===== src/rtl/game_flow_controller_pkg.sv =====
`default_nettype none
// ============================================================================
// Module   : game_flow_controller_pkg
// Purpose  : Shared game-state type, playfield geometry and helper functions
//            for the pong game sequencer and its consumers.
// Revision : 1.0 - initial release
// ============================================================================
package game_flow_controller_pkg;

  typedef enum logic [1:0] {
    MENU_START = 2'd0,
    SERVE      = 2'd1,
    PLAY       = 2'd2,
    GAME_OVER  = 2'd3
  } state_t;

  // Playfield geometry, pixels
  localparam int X_PAD_LEFT      = 32;
  localparam int X_PAD_RIGHT     = 600;
  localparam int PAD_WIDTH       = 8;
  localparam int BALL_SIZE       = 8;

  localparam int WIN_SCORE_DEF   = 9;
  localparam int SERVE_TICKS_DEF = 120;

  // Ball has left the field past the left paddle line
  function automatic logic ball_out_left(input logic [10:0] x_ball);
    return x_ball < 11'(X_PAD_LEFT);
  endfunction

  // Ball right edge beyond the right paddle; 12-bit sum so x_ball+BALL_SIZE never wraps
  function automatic logic ball_out_right(input logic [10:0] x_ball);
    return ({1'b0, x_ball} + 12'(BALL_SIZE)) > 12'(X_PAD_RIGHT + PAD_WIDTH);
  endfunction

endpackage
`default_nettype wire


===== src/rtl/game_flow_controller_if.sv =====
`default_nettype none
// ============================================================================
// Module   : game_flow_controller_if
// Purpose  : Bundle of frame tick, start button, ball position, scores and the
//            sequencer outputs shared between the controller and the game logic.
// Revision : 1.0 - initial release
// ============================================================================
interface game_flow_controller_if;
  import game_flow_controller_pkg::*;

  logic        timing_tick;
  logic        btn_start;
  logic [10:0] x_ball;
  logic [3:0]  player1_score;
  logic [3:0]  player2_score;
  state_t      state;
  logic        ball_hold;
  logic        serve_dir;
  logic [1:0]  winner;

  // Sequencer side
  modport master (
    input  timing_tick, btn_start, x_ball, player1_score, player2_score,
    output state, ball_hold, serve_dir, winner
  );

  // Game logic side
  modport slave (
    output timing_tick, btn_start, x_ball, player1_score, player2_score,
    input  state, ball_hold, serve_dir, winner
  );

endinterface
`default_nettype wire


===== src/rtl/game_flow_controller_btn_edge.sv =====
`default_nettype none
// ============================================================================
// Module   : game_flow_controller_btn_edge
// Purpose  : Rising-edge detector for a synchronous, debounced button level.
//            One pulse per press; a held level never re-triggers.
// Revision : 1.0 - initial release
// ============================================================================
module game_flow_controller_btn_edge (
  input  wire logic clk,
  input  wire logic rst,
  input  wire logic din,
  output logic      pulse
);

  logic din_q;

  // Remember the previous button level
  always_ff @(posedge clk) begin
    if (rst) din_q <= 1'b0;
    else     din_q <= din;
  end

  assign pulse = din & ~din_q;

endmodule
`default_nettype wire


===== src/rtl/game_flow_controller.sv =====
`default_nettype none
// ============================================================================
// Module   : game_flow_controller
// Purpose  : Pong game sequencer. Drives the shared game state, holds the
//            ball for each serve, picks the serve direction, detects the
//            winner and returns to the menu on the start button.
// Revision : 1.0 - initial release
// ============================================================================
module game_flow_controller
  import game_flow_controller_pkg::*;
#(
  parameter int SERVE_TICKS = SERVE_TICKS_DEF,
  parameter int WIN_SCORE   = WIN_SCORE_DEF
) (
  input  wire logic              clk,
  input  wire logic              rst,
  game_flow_controller_if.master bus
);

  localparam int         CNT_W     = $clog2(SERVE_TICKS);
  localparam logic [3:0] WIN_LIMIT = 4'(WIN_SCORE);

  // Scores settle two ticks into a serve, so shorter serves could miss a point
  if (SERVE_TICKS < 3) begin : g_serve_ticks_check
    $error("game_flow_controller: SERVE_TICKS must be at least 3");
  end
  // score_controller saturates at 9, a higher target could never be reached
  if ((WIN_SCORE > 9) || (WIN_SCORE < 1)) begin : g_win_score_check
    $error("game_flow_controller: WIN_SCORE must be in 1..9");
  end

  state_t           state_q, state_d;
  logic [CNT_W-1:0] cnt_q, cnt_d;
  logic             hold_q, hold_d;
  logic             dir_q, dir_d;
  logic [1:0]       winner_q, winner_d;
  logic             start_pe;
  logic             serve_done;

  game_flow_controller_btn_edge u_start_edge (
    .clk   (clk),
    .rst   (rst),
    .din   (bus.btn_start),
    .pulse (start_pe)
  );

  assign serve_done = (cnt_q == CNT_W'(SERVE_TICKS - 1));

  // Next-state, serve counter and registered-output values
  always_comb begin
    state_d  = state_q;
    cnt_d    = cnt_q;
    dir_d    = dir_q;
    winner_d = winner_q;
    unique case (state_q)
      MENU_START: begin
        winner_d = 2'd0;
        if (start_pe) begin
          state_d = SERVE;
          cnt_d   = '0;
          dir_d   = 1'b1;
        end
      end
      SERVE: begin
        if (bus.timing_tick) begin
          if (serve_done) begin
            // Player1 has priority if both somehow reach the target
            if (bus.player1_score >= WIN_LIMIT) begin
              state_d  = GAME_OVER;
              winner_d = 2'd1;
            end else if (bus.player2_score >= WIN_LIMIT) begin
              state_d  = GAME_OVER;
              winner_d = 2'd2;
            end else begin
              state_d = PLAY;
            end
          end else begin
            cnt_d = cnt_q + CNT_W'(1);
          end
        end
      end
      PLAY: begin
        if (bus.timing_tick) begin
          // Player2 point: serve towards the conceding player1
          if (ball_out_left(bus.x_ball)) begin
            state_d = SERVE;
            dir_d   = 1'b0;
            cnt_d   = '0;
          end else if (ball_out_right(bus.x_ball)) begin
            state_d = SERVE;
            dir_d   = 1'b1;
            cnt_d   = '0;
          end
        end
      end
      GAME_OVER: begin
        if (start_pe) begin
          state_d  = MENU_START;
          winner_d = 2'd0;
        end
      end
      default: state_d = MENU_START;
    endcase
    hold_d = (state_d != PLAY);
  end

  // State, counter and output registers; reset overrides everything
  always_ff @(posedge clk) begin
    if (rst) begin
      state_q  <= MENU_START;
      cnt_q    <= '0;
      hold_q   <= 1'b1;
      dir_q    <= 1'b1;
      winner_q <= 2'd0;
    end else begin
      state_q  <= state_d;
      cnt_q    <= cnt_d;
      hold_q   <= hold_d;
      dir_q    <= dir_d;
      winner_q <= winner_d;
    end
  end

  assign bus.state     = state_q;
  assign bus.ball_hold = hold_q;
  assign bus.serve_dir = dir_q;
  assign bus.winner    = winner_q;

endmodule
`default_nettype wire


===== src/flat_wrapper.sv =====
// flat-port wrapper written by rule: the top's interface ports become plain ports
module game_flow_controller_flat import game_flow_controller_pkg::*;
#(
  parameter int SERVE_TICKS = SERVE_TICKS_DEF,
  parameter int WIN_SCORE   = WIN_SCORE_DEF
)
  (clk, rst, bus_timing_tick, bus_btn_start, bus_x_ball, bus_player1_score, bus_player2_score, bus_state, bus_ball_hold, bus_serve_dir, bus_winner);
  game_flow_controller_if bus_i ();
  input  wire logic clk;
  input  wire logic rst;
  input wire logic [$bits(bus_i.timing_tick)-1:0] bus_timing_tick;
  input wire logic [$bits(bus_i.btn_start)-1:0] bus_btn_start;
  input wire logic [$bits(bus_i.x_ball)-1:0] bus_x_ball;
  input wire logic [$bits(bus_i.player1_score)-1:0] bus_player1_score;
  input wire logic [$bits(bus_i.player2_score)-1:0] bus_player2_score;
  output wire logic [$bits(bus_i.state)-1:0] bus_state;
  output wire logic [$bits(bus_i.ball_hold)-1:0] bus_ball_hold;
  output wire logic [$bits(bus_i.serve_dir)-1:0] bus_serve_dir;
  output wire logic [$bits(bus_i.winner)-1:0] bus_winner;
  assign bus_i.timing_tick = bus_timing_tick;
  assign bus_i.btn_start = bus_btn_start;
  assign bus_i.x_ball = bus_x_ball;
  assign bus_i.player1_score = bus_player1_score;
  assign bus_i.player2_score = bus_player2_score;
  assign bus_state = bus_i.state;
  assign bus_ball_hold = bus_i.ball_hold;
  assign bus_serve_dir = bus_i.serve_dir;
  assign bus_winner = bus_i.winner;
  game_flow_controller #(.SERVE_TICKS(SERVE_TICKS), .WIN_SCORE(WIN_SCORE)) u_core (.clk(clk), .rst(rst), .bus(bus_i));
endmodule

===== config.mk =====
export PLATFORM = sky130hd
export DESIGN_NAME = game_flow_controller_flat
export DESIGN_NICKNAME = d
export VERILOG_FILES = /design/src/rtl/game_flow_controller_pkg.sv /design/src/rtl/game_flow_controller_if.sv /design/src/rtl/game_flow_controller_btn_edge.sv /design/src/rtl/game_flow_controller.sv /design/src/flat_wrapper.sv
export SDC_FILE = /design/constraint.sdc
export NUM_CORES = 1
export LEC_CHECK = 0
export ABC_AREA = 0
export CELL_PAD_IN_SITES_DETAIL_PLACEMENT = 1
export CELL_PAD_IN_SITES_GLOBAL_PLACEMENT = 1
export CORE_ASPECT_RATIO = 0.9
export CORE_MARGIN = 10
export CORE_UTILIZATION = 32
export CTS_BUF_LIST = sky130_fd_sc_hd__clkbuf_4
export CTS_CLUSTER_DIAMETER = 200
export DETAILED_ROUTE_END_ITERATION = 12
export PLACE_DENSITY = 0.77
export REMOVE_ABC_BUFFERS = 1
export SYNTH_ARGS = -nofsm -noshare
export SYNTH_HDL_FRONTEND = slang
export SYNTH_SLANG_ARGS = --single-unit

===== constraint.sdc =====
create_clock -name clk -period 1.91 [get_ports clk]
set_clock_uncertainty 0.15 [all_clocks]
set_input_delay 0.2865 -clock clk [delete_from_list [all_inputs] [get_ports clk]]
set_output_delay 0.2865 -clock clk [all_outputs]
set_load 0.005 [all_outputs]

---- Word level (Yosys, flattened, before mapping) ----
Index checks and enable logic that the tools add are counted.
Widths: inputs -> output; s select.
word-level totals
  bits of input ports ..................... 23
  output and inout port bits .............. 6
  register bits ........................... 14
  logic and storage cells ................. 62
cells by class
  multiplexer cells ....................... 28
  add/sub/neg operators ................... 2
  $lt $le $gt $ge ......................... 4
  bitwise operators ....................... 2
  equal/unequal tests ..................... 13
  reductions and logical operators ........ 7
operators by type and width
  kind                   number
  $mux 7                 6
  $mux 2                 13
  $pmux 7 s3             1
  $add 11x4->12 const B  1
  $gt 12x10->1 const B   1
  $lt 11x6->1 const B    1
  $ge 4x4->1 const B     2
  $ne 2x2->1 const B     4
  $pmux 2 s4             1
  $add 7x1->7 const B    1
  $eq 7x7->1 const B     1
  $ne 2x1->1 const B     3
  $ne 3x1->1 const B     2
  $pmux 2 s3             1
  $reduce_and 6->1       1
  $reduce_bool 3->1      2
  $mux 1                 5
  $reduce_and 5->1       1
  $eq 2x2->1 const B     2
  $reduce_and 4->1       1
  $eq 2x1->1 const B     1
  $logic_not 2->1        1
  $pmux 1 s2             1
  $reduce_bool 2->1      1
  other kinds (2)        2

---- Logic depth before layout (Yosys ltp) ----
Gate-level depths: netlist of the first run.
  depth after elaboration ................. 7
  gate-level depth with buffers ........... 6

---- Cells and area by module ----
A second synthesis of the first run with hierarchy kept.
unflattened totals
  cell total of the unflattened synthesis .. 109
  area, all modules ....................... 963.4 um^2
modules (own cells, without submodules)
  module                         instances  area an instance (um^2)  cells an instance
  game_flow_controller           1          915.9                    106
  game_flow_controller_btn_edge  1          47.5                     3

---- Worst setup path before layout of the first run ----
Ideal clock, no wire load.
  kind .................................... in2reg
  from .................................... in bus_x_ball[3]
  to ...................................... reg u_core.cnt_q[0]
  setup slack ............................. -0.022 ns
  arrival ................................. 1.693 ns
  cell stages on the path ................. 6
  library setup time ...................... 0.088 ns
  cells stage by stage .................... ha_1 > and3_1 > or3_1 > a32oi_2 > o211ai_4 > a311oi_2
between the ends
  longest elaborated chain between the ends .. 4
  elaborated cells between the ends (all ways) .. 8
  those cells by class .................... add/sub: 1; order compare: 2; eq/ne: 1; mux: 3; reduce/logical: 1
RTL lines
  element                                                                 RTL line                                                        RTL
  start, declared                                                         flat_wrapper.sv:13                                              input wire logic [$bits(bus_i.x_ball)-1:0] bus_x_ball;
  $add 11x4->12 / $lt 11x6->1 (equally long branches)                     game_flow_controller_pkg.sv:33, game_flow_controller_pkg.sv:28
  $gt 12x10->1 / $mux 7 (equally long branches)                           game_flow_controller_pkg.sv:33, game_flow_controller.sv:85
  $ne 3x1->1 (no source line) / $mux 7 (equally long branches)            --
  $reduce_and 6->1 (no source line) / $pmux 7 s3 (equally long branches)  --
  end signal, assigned                                                    game_flow_controller.sv:117                                     cnt_q <= cnt_d;
  end, declared                                                           game_flow_controller.sv:33                                      logic [CNT_W-1:0] cnt_q, cnt_d;
Several ways; a longest one is shown, not always the timed one. The select of a mux whose other input is x is not followed.
A chain may end at the register's enable or synchronous reset.

---- Final worst setup path of the first run ----
  from .................................... in bus_x_ball[3]
  to ...................................... reg u_core.cnt_q[6]
Same word-level chain as after synthesis.

==> flow_metrics.py, run 1 <==
metrics = {
    "run_status": {
        "status": "finished clean",
    },
    "setup_path": {
        "cp.arrival_ns": 1.93,
        "critPathMaxFanout": 6,
        "crit_path_start_kind": "primary input",
        "crit_type": "in2reg",
        "worst_setup_path_end_kind": "flop",
        "required_ns": 1.96,
    },
    "power": {
        "clock_power_share": 0.259,
        "powerDensity_nw_per_um2": 410,
        "power_frac_comb": 0.293,
        "ir_worst_vdd_mv": 0.159,
        "leakage_nw": 0.610,
        "netSwitchingFraction": 0.288,
        "switchingPower_mw": 0.195,
        "cell_internal_pwr_mw": 0.483,
        "p_seq_frac": 0.448,
    },
    "synth": {
        "yosys_warnings": 0,
        "synth_most_common_cell": "dfxtp_1",
        "syn_area_um2": 996,
        "syn_avg_cell_area_um2": 8.44,
        "synth_area_leaders": "dfxtp_1 28%, a21oi_1 5.0%, nor2_1 3.8%",
        "async_flop_share": 0,
        "seq_area_frac_synth": 0.281,
        "synthTopCellsByCount": "14 x dfxtp_1, 10 x a21oi_1, 10 x nor2_1, 8 x nand2_1",
        "synth_area_leader_cell": "dfxtp_1",
        "synth_edf_count": 0,
        "synth_top_cell_area_share": 0.281,
        "ys.flop_type": "dfxtp_1",
        "synth_cells": 118,
        "ys_types": 51,
        "ys_ff_latch": 14,
    },
    "sta": {
        "drv_slew": 0,
        "max_freq_mhz": 531,
        "period_share": 0.985,
        "max_slew_margin": 0.735,
        "layout_min_cycle_time_ns": 1.88,
        "rsz0062_at_grt": "yes",
        "finalHoldViolations": 0,
        "worst_pin_slew_ns": 0.394,
        "finalSetupViolations": 0,
    },
    "drt": {
        "drt_iter0_drc": 47,
        "antenna_left": 0,
        "drc": 0,
        "routedWlPerCell_um": 17.3,
        "drtPass1Iterations": 4,
        "drt-total-wl_mm": 3.82,
        "vias_per_cell": 5.46,
        "via_count": 1207,
    },
    "finish": {
        "antenna_cells": 0,
        "fillers": 380,
        "final_cell_area_um2": 1650,
        "fin_util": 0.547,
        "synthToLayoutAreaGrowth_pct": 65.8,
        "drive_above_1_share": 0.341,
        "nets": 205,
    },
    "grt": {
        "grt_use_total": 0.135,
        "first_global_vias": 1356,
        "grt_max_degree": 13,
        "antenna_found_initial": 0,
        "grt_pass1_wl_mm": 6.35,
        "overflow": 0,
    },
    "clock_network": {
        "clk_latency_ns": 0.29,
        "cts_root_buffer": "clkbuf_4",
        "clock-sinks": 14,
        "cts_tree": "yes",
        "htreeDepth": 1,
        "path_clk_slew_ns": 0.08,
        "cts_max_path_buffers": 2,
        "cts_made_buffers": 3,
    },
    "die": {
        "die_h_um": 72.9,
        "rows": 19,
        "die_area_um2": 5750,
        "coreArea_um2": 3020,
        "ios": 29,
        "start_util": 0.330,
        "die_w_um": 78.8,
    },
    "placed_design": {
        "hpwl_mm": 3.09,
        "postPlaceCellArea_um2": 1540,
        "io_buffers": 28,
        "gp_congestion": 0.778,
    },
    "hold_path": {
        "hold_class": "reg2reg",
    },
    "flow_run": {
        "cap_violations": 0,
    },
}
[layer usage]
metal	global-route usage	share of wire
met1	0.149	0.42
met2	0.249	0.53
met3	0.0160	0.033
met4	0.0676	0.017
met5	0	0
[cell usage in the layout, fill, tap and decap left out, types with 2 or more instances in the layout]
cell and n:
a311oi_2 2, dlygate4sd2_1 5, nand4bb_1 2, nand4_1 2, nand2_1 8, nand3_1 3, clkdlybuf4s50_1 21, a41oi_1 2
nor2b_1 3, a21oi_1 9, nor2_1 10, o21ai_0 2, clkinv_1 2, dfxtp_1 11, inv_1 2, buf_4 31
ha_2 2, nor3_1 3, a2bb2oi_1 2, nand2b_1 2, o31ai_1 4, clkbuf_4 3, dfxtp_2 3, a31oi_1 4
or3_4 2, o21bai_1 4
[flip-flops by register name (all words and copies together), names as in the netlist]
register                   count
u_core.bus.ball_hold           1
u_core.bus.serve_dir           1
u_core.bus.state               2
u_core.bus.winner              2
u_core.cnt_q                   7
u_core.u_start_edge.din_q      1
[worst paths after layout]
kind	cells past startpoint	from	end	slack [ns]
min reg2reg	1	u_core.cnt_q[5]$_SDFFE_PP0P_	u_core.cnt_q[5]$_SDFFE_PP0P_	0.35
min	1	u_core.cnt_q[5]$_SDFFE_PP0P_	u_core.cnt_q[5]$_SDFFE_PP0P_	0.35
max	7	bus_x_ball[3]	u_core.cnt_q[6]$_SDFFE_PP0P_	0.03
max reg2reg	6	u_core.cnt_q[0]$_SDFFE_PP0P_	u_core.bus.ball_hold$_SDFF_PP1_	0.09
[power by group through the flow]
stage          Combinational (mW)  Clock (mW)  Sequential (mW)
3_3_place_gp                0.181           0            0.309
3_5_place_dp                0.189           0            0.310
5_1_grt                     0.215       0.202            0.305
6_report                    0.199       0.175            0.304
4_1_cts                     0.193       0.183            0.303
2_1_floorplan              0.0649           0            0.308
[cells by family (layout without fill, tap and decap cells)]
family,count (synthesis),after routing,synth area share
simple gates,49,49,0.284
compound gates,45,45,0.367
mux,1,1,0.0101
buf+inv,6,67,0.0239
fa+ha+maj,2,2,0.0251
flops,14,14,0.281
xor+xnor,1,1,0.00880
[metrics by stage]
step	setup WS (ns)	setup TNS (ns)	power, mW	hold WS, ns	std cells
finish	0.0285	0	0.678	0.353	221
global route	-0.0576	-0.107	0.722	0.373	221
CTS	0.00993	0	0.679	0.353	221
detailed placement	-0.583	-5.97	0.498	0.341	215
global placement	-0.499	-5.05	0.490	0.320	215
floorplan	-0.0216	-0.0256	0.373	0.201	115
[timing repair]
| item | in CTS | in global routing |
|---|---|---|
| gates resized for setup | 15 | 14 |
| hold buffers | 0 | 0 |
| pin swaps | 9 | 4 |
| endpoints found under the setup margin | 11 | 9 |
| buffers inserted | 2 | 0 |
[critical path, cell delays in order]
cell	delay, ns
clkdlybuf4s15_1	0.20
ha_2	0.19
and3_4	0.18
or3_4	0.37
a32oi_4	0.25
o211ai_4	0.16
a311oi_2	0.29
[layout make-up]
| class | count | area (um^2) | share of cell area |
|---|---|---|---|
| multi-input cells | 98 | 764 | 0.463 |
| repair buffers | 60 | 513 | 0.311 |
| flip-flops and latches | 14 | 284 | 0.172 |
| well taps | 42 | 52.6 | 0.0318 |
| clock buffers | 3 | 22.5 | 0.0136 |
| inverters | 3 | 11.3 | 0.00682 |
| clock inverters | 1 | 3.75 | 0.00227 |
Note: power is estimated with default switching activity, not from simulation.
==> run 2, diff against run 1 <==
Settings changed: CORE_ASPECT_RATIO 0.9 to not set.
==> run 2 against run 1 <==
Effect of this change: hold slack better by 0.0055 ns; sequential share of layout area is 0.061 points lower; die area hardly changed; total power is 1.5% lower; first-iteration DRC count increased by 19%; fmax up 2.2%; register-to-register slack hardly changed; critical path type unchanged; largest cell class unchanged; highest routed layer unchanged.
==> flow_metrics.py, run 2 (synthesis gave the netlist of run 1 again) <==
metrics = {
    "finish": {
        "mostFrequentLayoutCells": "34 x buf_4, 21 x clkdlybuf4s50_1, 13 x dfxtp_1",
        "regMostFlops": "u_core.cnt_q",
        "drive_above_1_share": 0.322,
        "largest_reg_flops": 7,
        "synthToLayoutAreaGrowth_pct": 65.0,
        "fin_util": 0.543,
        "layout.cells.most_common": "buf_4",
        "instances_no_fill": 224,
        "final_cell_area_um2": 1640,
        "final-seq-area_um2": 282,
        "fillers": 355,
        "multi_input_area_um2": 744,
        "nets": 207,
        "antenna_cells": 0,
    },
    "drt": {
        "drc": 0,
        "routedWlPerCell_um": 15.5,
        "drtPass1Iterations": 4,
        "via_count": 1211,
        "drt_iter0_drc": 56,
        "drt-total-wl_mm": 3.47,
        "vias_per_cell": 5.41,
        "antenna_left": 0,
    },
    "die": {
        "die_h_um": 75.8,
        "die_w_um": 75.8,
        "rows": 20,
        "coreArea_um2": 3030,
        "start_util": 0.329,
        "ios": 29,
        "die_area_um2": 5740,
    },
    "hold_path": {
        "min_to": "u_core.cnt_q[5]$_SDFFE_PP0P_",
        "hold_depth": 1,
        "hold_class": "reg2reg",
        "hold_start": "u_core.cnt_q[5]$_SDFFE_PP0P_",
    },
    "setup_path": {
        "cp-startpoint": "bus_x_ball[4]",
        "required_ns": 1.96,
        "path_buf_inv": 1,
        "crit_chain": "dlygate4sd2_1 -> ha_2 -> and3_4 -> or3_1 -> a32oi_2 -> o211ai_4 -> a311oi_2",
        "slowest_delay_ns": 0.31,
        "crit_path_start_kind": "primary input",
        "r2r_start": "u_core.cnt_q[1]$_SDFFE_PP0P_",
        "regToRegSetupSlack_ns": 0.09,
        "worst_setup_path_end_kind": "flop",
        "cp_slowest_cell": "or3_1",
        "crit_type": "in2reg",
        "rr_endpoint": "u_core.bus.ball_hold$_SDFF_PP1_",
        "path_delay_family": "compound AO/OA/AOI/OAI gates",
        "critPathMaxFanout": 6,
        "cp.arrival_ns": 1.89,
        "reg2regPathDepth": 6,
    },
    "clock_network": {
        "clk_latency_ns": 0.30,
        "cts_max_path_buffers": 2,
        "path_clk_slew_ns": 0.07,
        "cts_made_buffers": 3,
        "cts_root_buffer": "clkbuf_4",
        "cts_tree": "yes",
        "clock-sinks": 14,
        "htreeDepth": 1,
    },
    "grt": {
        "grt_use_total": 0.133,
        "first_global_vias": 1302,
        "grt_pass1_wl_mm": 5.98,
        "overflow": 0,
        "antenna_found_initial": 0,
        "grt_max_degree": 10,
    },
    "run_status": {
        "status": "finished clean",
    },
    "sta": {
        "worst_pin_slew_ns": 0.379,
        "finalSetupViolations": 0,
        "fin_hold_ws_ns": 0.359,
        "fin_tns_setup_ns": 0,
        "max_freq_mhz": 543,
        "max_slew_margin": 0.747,
        "layout_min_cycle_time_ns": 1.84,
        "period_share": 0.963,
        "fin_ws_ns": 0.0699,
        "rsz0062_at_grt": "yes",
        "finalHoldViolations": 0,
        "drv_slew": 0,
    },
    "placed_design": {
        "dp_slack_ns": -0.575,
        "hpwl_mm": 2.90,
        "dp.cells": 219,
        "postPlaceCellArea_um2": 1560,
        "io_buffers": 28,
        "gp_congestion": 0.860,
    },
    "power": {
        "leakage_nw": 0.623,
        "powerDensity_nw_per_um2": 406,
        "total_power_mw": 0.667,
        "ir_worst_vdd_mv": 0.153,
    },
    "flow_run": {
        "cap_violations": 0,
    },
}
-- run 2: changes by cell type in the layout (fill, tap and decap cells not counted), sizes merged --
cell         before  now
buf              32   34
dlygate4sd2       5    6
clkbuf            4    3
clkinv            2    1
-- run 2: cell type report --
class / count / share of cell area
multi-input combinational: 98 / 0.453
timing repair buffer: 62 / 0.321
tap: 44 / 0.0335
inverter: 3 / 0.00685
clock buffer: 3 / 0.0137
sequential: 14 / 0.171
-- run 2: per-layer routing --
metal	GRT usage	up-vias	share of wire
met3	0.0234	5	0.055
met2	0.240	36	0.51
li1	-	591	-
met4	0.0825	0	0.025
met1	0.139	579	0.41
met5	0	-	0
-- run 2: power breakdown --
group,switching [mW],internal [mW],total (mW)
Sequential,0.00448,0.296,0.301
Clock,0.0997,0.0736,0.173
Combinational,0.0847,0.108,0.193
Total,0.189,0.478,0.667
-- run 2: worst max path at each step --
stage                                         to  slack, ns  depth (start not counted)
detailed placement  u_core.cnt_q[6]$_SDFFE_PP0P_      -0.57                          7
floorplan           u_core.cnt_q[0]$_SDFFE_PP0P_      -0.02                          6
global route        u_core.cnt_q[0]$_SDFFE_PP0P_      -0.02                          6
finish              u_core.cnt_q[6]$_SDFFE_PP0P_       0.07                          7
CTS                                 bus_state[0]       0.04                          2
global placement    u_core.cnt_q[0]$_SDFFE_PP0P_      -0.49                          7
-- run 2: timing repair --
item                                    4_1_cts  5_1_grt
pin swaps                                    12        5
endpoints found under the setup margin       11        8
hold buffers                                  0        0
gates resized for setup                      15        6
buffers inserted                              1        1
==> run 3, diff against run 2 <==
Settings changed: SETUP_SLACK_MARGIN set to 0.15.
==> run 3 against run 2 <==
Effect of this change: core utilization is 5.2 points higher; worst setup slack better by 0.11 ns; critical path depth up 1; first-iteration DRC count is 32% higher; largest power group unchanged; largest cell class unchanged; critical path type unchanged; sequential power about the same.
==> flow_metrics.py, run 3 (synthesis gave the netlist of run 1 again) <==
metrics = {
    "clock_network": {
        "ctsHoldBuffers": 0,
        "cts_max_path_buffers": 2,
        "clk_latency_ns": 0.30,
        "cts_root_buffer": "clkbuf_4",
        "htreeDepth": 1,
        "cts_made_buffers": 3,
        "path_clk_slew_ns": 0.08,
        "clock-sinks": 14,
        "cts_tree": "yes",
    },
    "sta": {
        "worst_pin_slew_ns": 0.382,
        "finalSetupViolations": 0,
        "period_share": 0.907,
        "fin_ws_ns": 0.178,
        "finalHoldViolations": 0,
        "layout_min_cycle_time_ns": 1.73,
        "max_slew_margin": 0.744,
        "drv_slew": 0,
        "max_freq_mhz": 577,
        "rsz0062_at_grt": "yes",
    },
    "grt": {
        "grt_use_total": 0.138,
        "grt_pass1_wl_mm": 6.21,
        "overflow": 0,
        "grt_max_degree": 10,
        "first_global_vias": 1375,
        "antenna_found_initial": 0,
    },
    "power": {
        "ir_worst_vdd_mv": 0.164,
        "power_frac_comb": 0.326,
        "switchingPower_mw": 0.211,
        "clock_power_share": 0.251,
        "leakage_nw": 0.683,
        "netSwitchingFraction": 0.298,
        "powerDensity_nw_per_um2": 393,
        "cell_internal_pwr_mw": 0.497,
        "p_seq_frac": 0.423,
    },
    "run_status": {
        "status": "finished clean",
    },
    "finish": {
        "antenna_cells": 0,
        "largest_reg_flops": 7,
        "nets": 212,
        "layout.cells.most_common": "buf_4",
        "final_cell_area_um2": 1800,
        "drive_above_1_share": 0.449,
        "regMostFlops": "u_core.cnt_q",
        "mostFrequentLayoutCells": "32 x buf_4, 18 x clkdlybuf4s50_1, 9 x a21oi_1, 9 x buf_6, 9 x dfxtp_1",
        "fillers": 340,
        "synthToLayoutAreaGrowth_pct": 80.8,
    },
    "setup_path": {
        "critPathMaxFanout": 4,
        "worst_setup_path_end_kind": "flop",
        "cp-startpoint": "bus_timing_tick",
        "crit_type": "in2reg",
        "cp.arrival_ns": 1.80,
        "r2r_start": "u_core.cnt_q[1]$_SDFFE_PP0P_",
        "crit_path_start_kind": "primary input",
        "required_ns": 1.97,
    },
    "drt": {
        "routedWlPerCell_um": 17.6,
        "antenna_left": 0,
        "drc": 0,
        "drt-total-wl_mm": 4.02,
        "vias_per_cell": 5.47,
        "drtPass1Iterations": 4,
        "drt_iter0_drc": 74,
        "via_count": 1253,
    },
    "placed_design": {
        "hpwl_mm": 2.90,
        "gp_congestion": 0.860,
        "dp_slack_ns": -0.575,
        "io_buffers": 28,
        "postPlaceCellArea_um2": 1560,
    },
    "die": {
        "die_w_um": 75.8,
        "die_h_um": 75.8,
        "coreArea_um2": 3030,
        "start_util": 0.329,
        "ios": 29,
        "die_area_um2": 5740,
        "rows": 20,
    },
    "hold_path": {
        "hold_class": "reg2reg",
        "hold_start": "u_core.cnt_q[5]$_SDFFE_PP0P_",
    },
    "flow_run": {
        "cap_violations": 0,
    },
}
-- run 3: changes by cell type in the layout (fill, tap and decap cells not counted), moves of 3 or more --
cell / before / now
buf_6: 0 / 9
clkdlybuf4s50_1: 21 / 18
dfxtp_1: 13 / 9
dfxtp_2: 1 / 4
dlygate4sd2_1: 6 / 2
-- run 3: power by group through the flow --
stage / logic, mW / clock network (mW) / registers [mW]
2_1_floorplan: 0.0649 / 0 / 0.308
3_3_place_gp: 0.185 / 0 / 0.307
3_5_place_dp: 0.191 / 0 / 0.307
4_1_cts: 0.203 / 0.182 / 0.298
5_1_grt: 0.248 / 0.189 / 0.300
6_report: 0.231 / 0.178 / 0.299
-- run 3: cell type report --
type / instances / area [um^2] / share of cell area
clock buffers: 3 / 22.5 / 0.0125
repair buffers: 67 / 597 / 0.331
well taps: 44 / 55.1 / 0.0306
multi-input cells: 98 / 826 / 0.459
inverters: 3 / 11.3 / 0.00625
flip-flops and latches: 14 / 289 / 0.161
-- run 3: routing by layer --
metal,track usage,share of wire
met5,0,0
met4,0.0845,0.039
met3,0.0247,0.043
met2,0.256,0.52
met1,0.139,0.39
-- run 3: worst max-delay path, stage by stage --
cell             delay [ns]
clkdlybuf4s50_1        0.55
and3b_1                0.25
o21ai_2                0.09
buf_4                  0.15
buf_6                  0.11
nor2_2                 0.11
o21bai_1               0.08
a41oi_1                0.16
-- run 3: repair_timing --
item	in CTS	in global routing
resized for setup	42	27
setup buffers	3	4
endpoints found under the hold margin	0	0
endpoints found under the setup margin	13	13
pin swaps	16	14
-- run 3: through the flow --
stage / cells / util / total power [mW] / hold WS (ns) / TNS, ns
after detailed placement: 219 / 0.515 / 0.498 / 0.345 / -5.84
after global placement: 219 / 0.515 / 0.492 / 0.328 / -4.97
after CTS: 225 / 0.550 / 0.682 / 0.359 / 0
after global routing: 229 / 0.595 / 0.737 / 0.394 / 0
after floorplan: 115 / - / 0.373 / 0.201 / -0.0256
final: 229 / 0.595 / 0.708 / 0.357 / 0
-- run 3: path summary, 6_finish.rpt --
check / endpoint / slack [ns] / depth (start not counted)
worst max register to register: u_core.bus.ball_hold$_SDFF_PP1_ / 0.20 / 6
worst min register to register: u_core.cnt_q[5]$_SDFFE_PP0P_ / 0.36 / 1
worst min-delay path: u_core.cnt_q[5]$_SDFFE_PP0P_ / 0.36 / 1
worst max-delay path: u_core.cnt_q[3]$_SDFFE_PP0P_ / 0.18 / 8
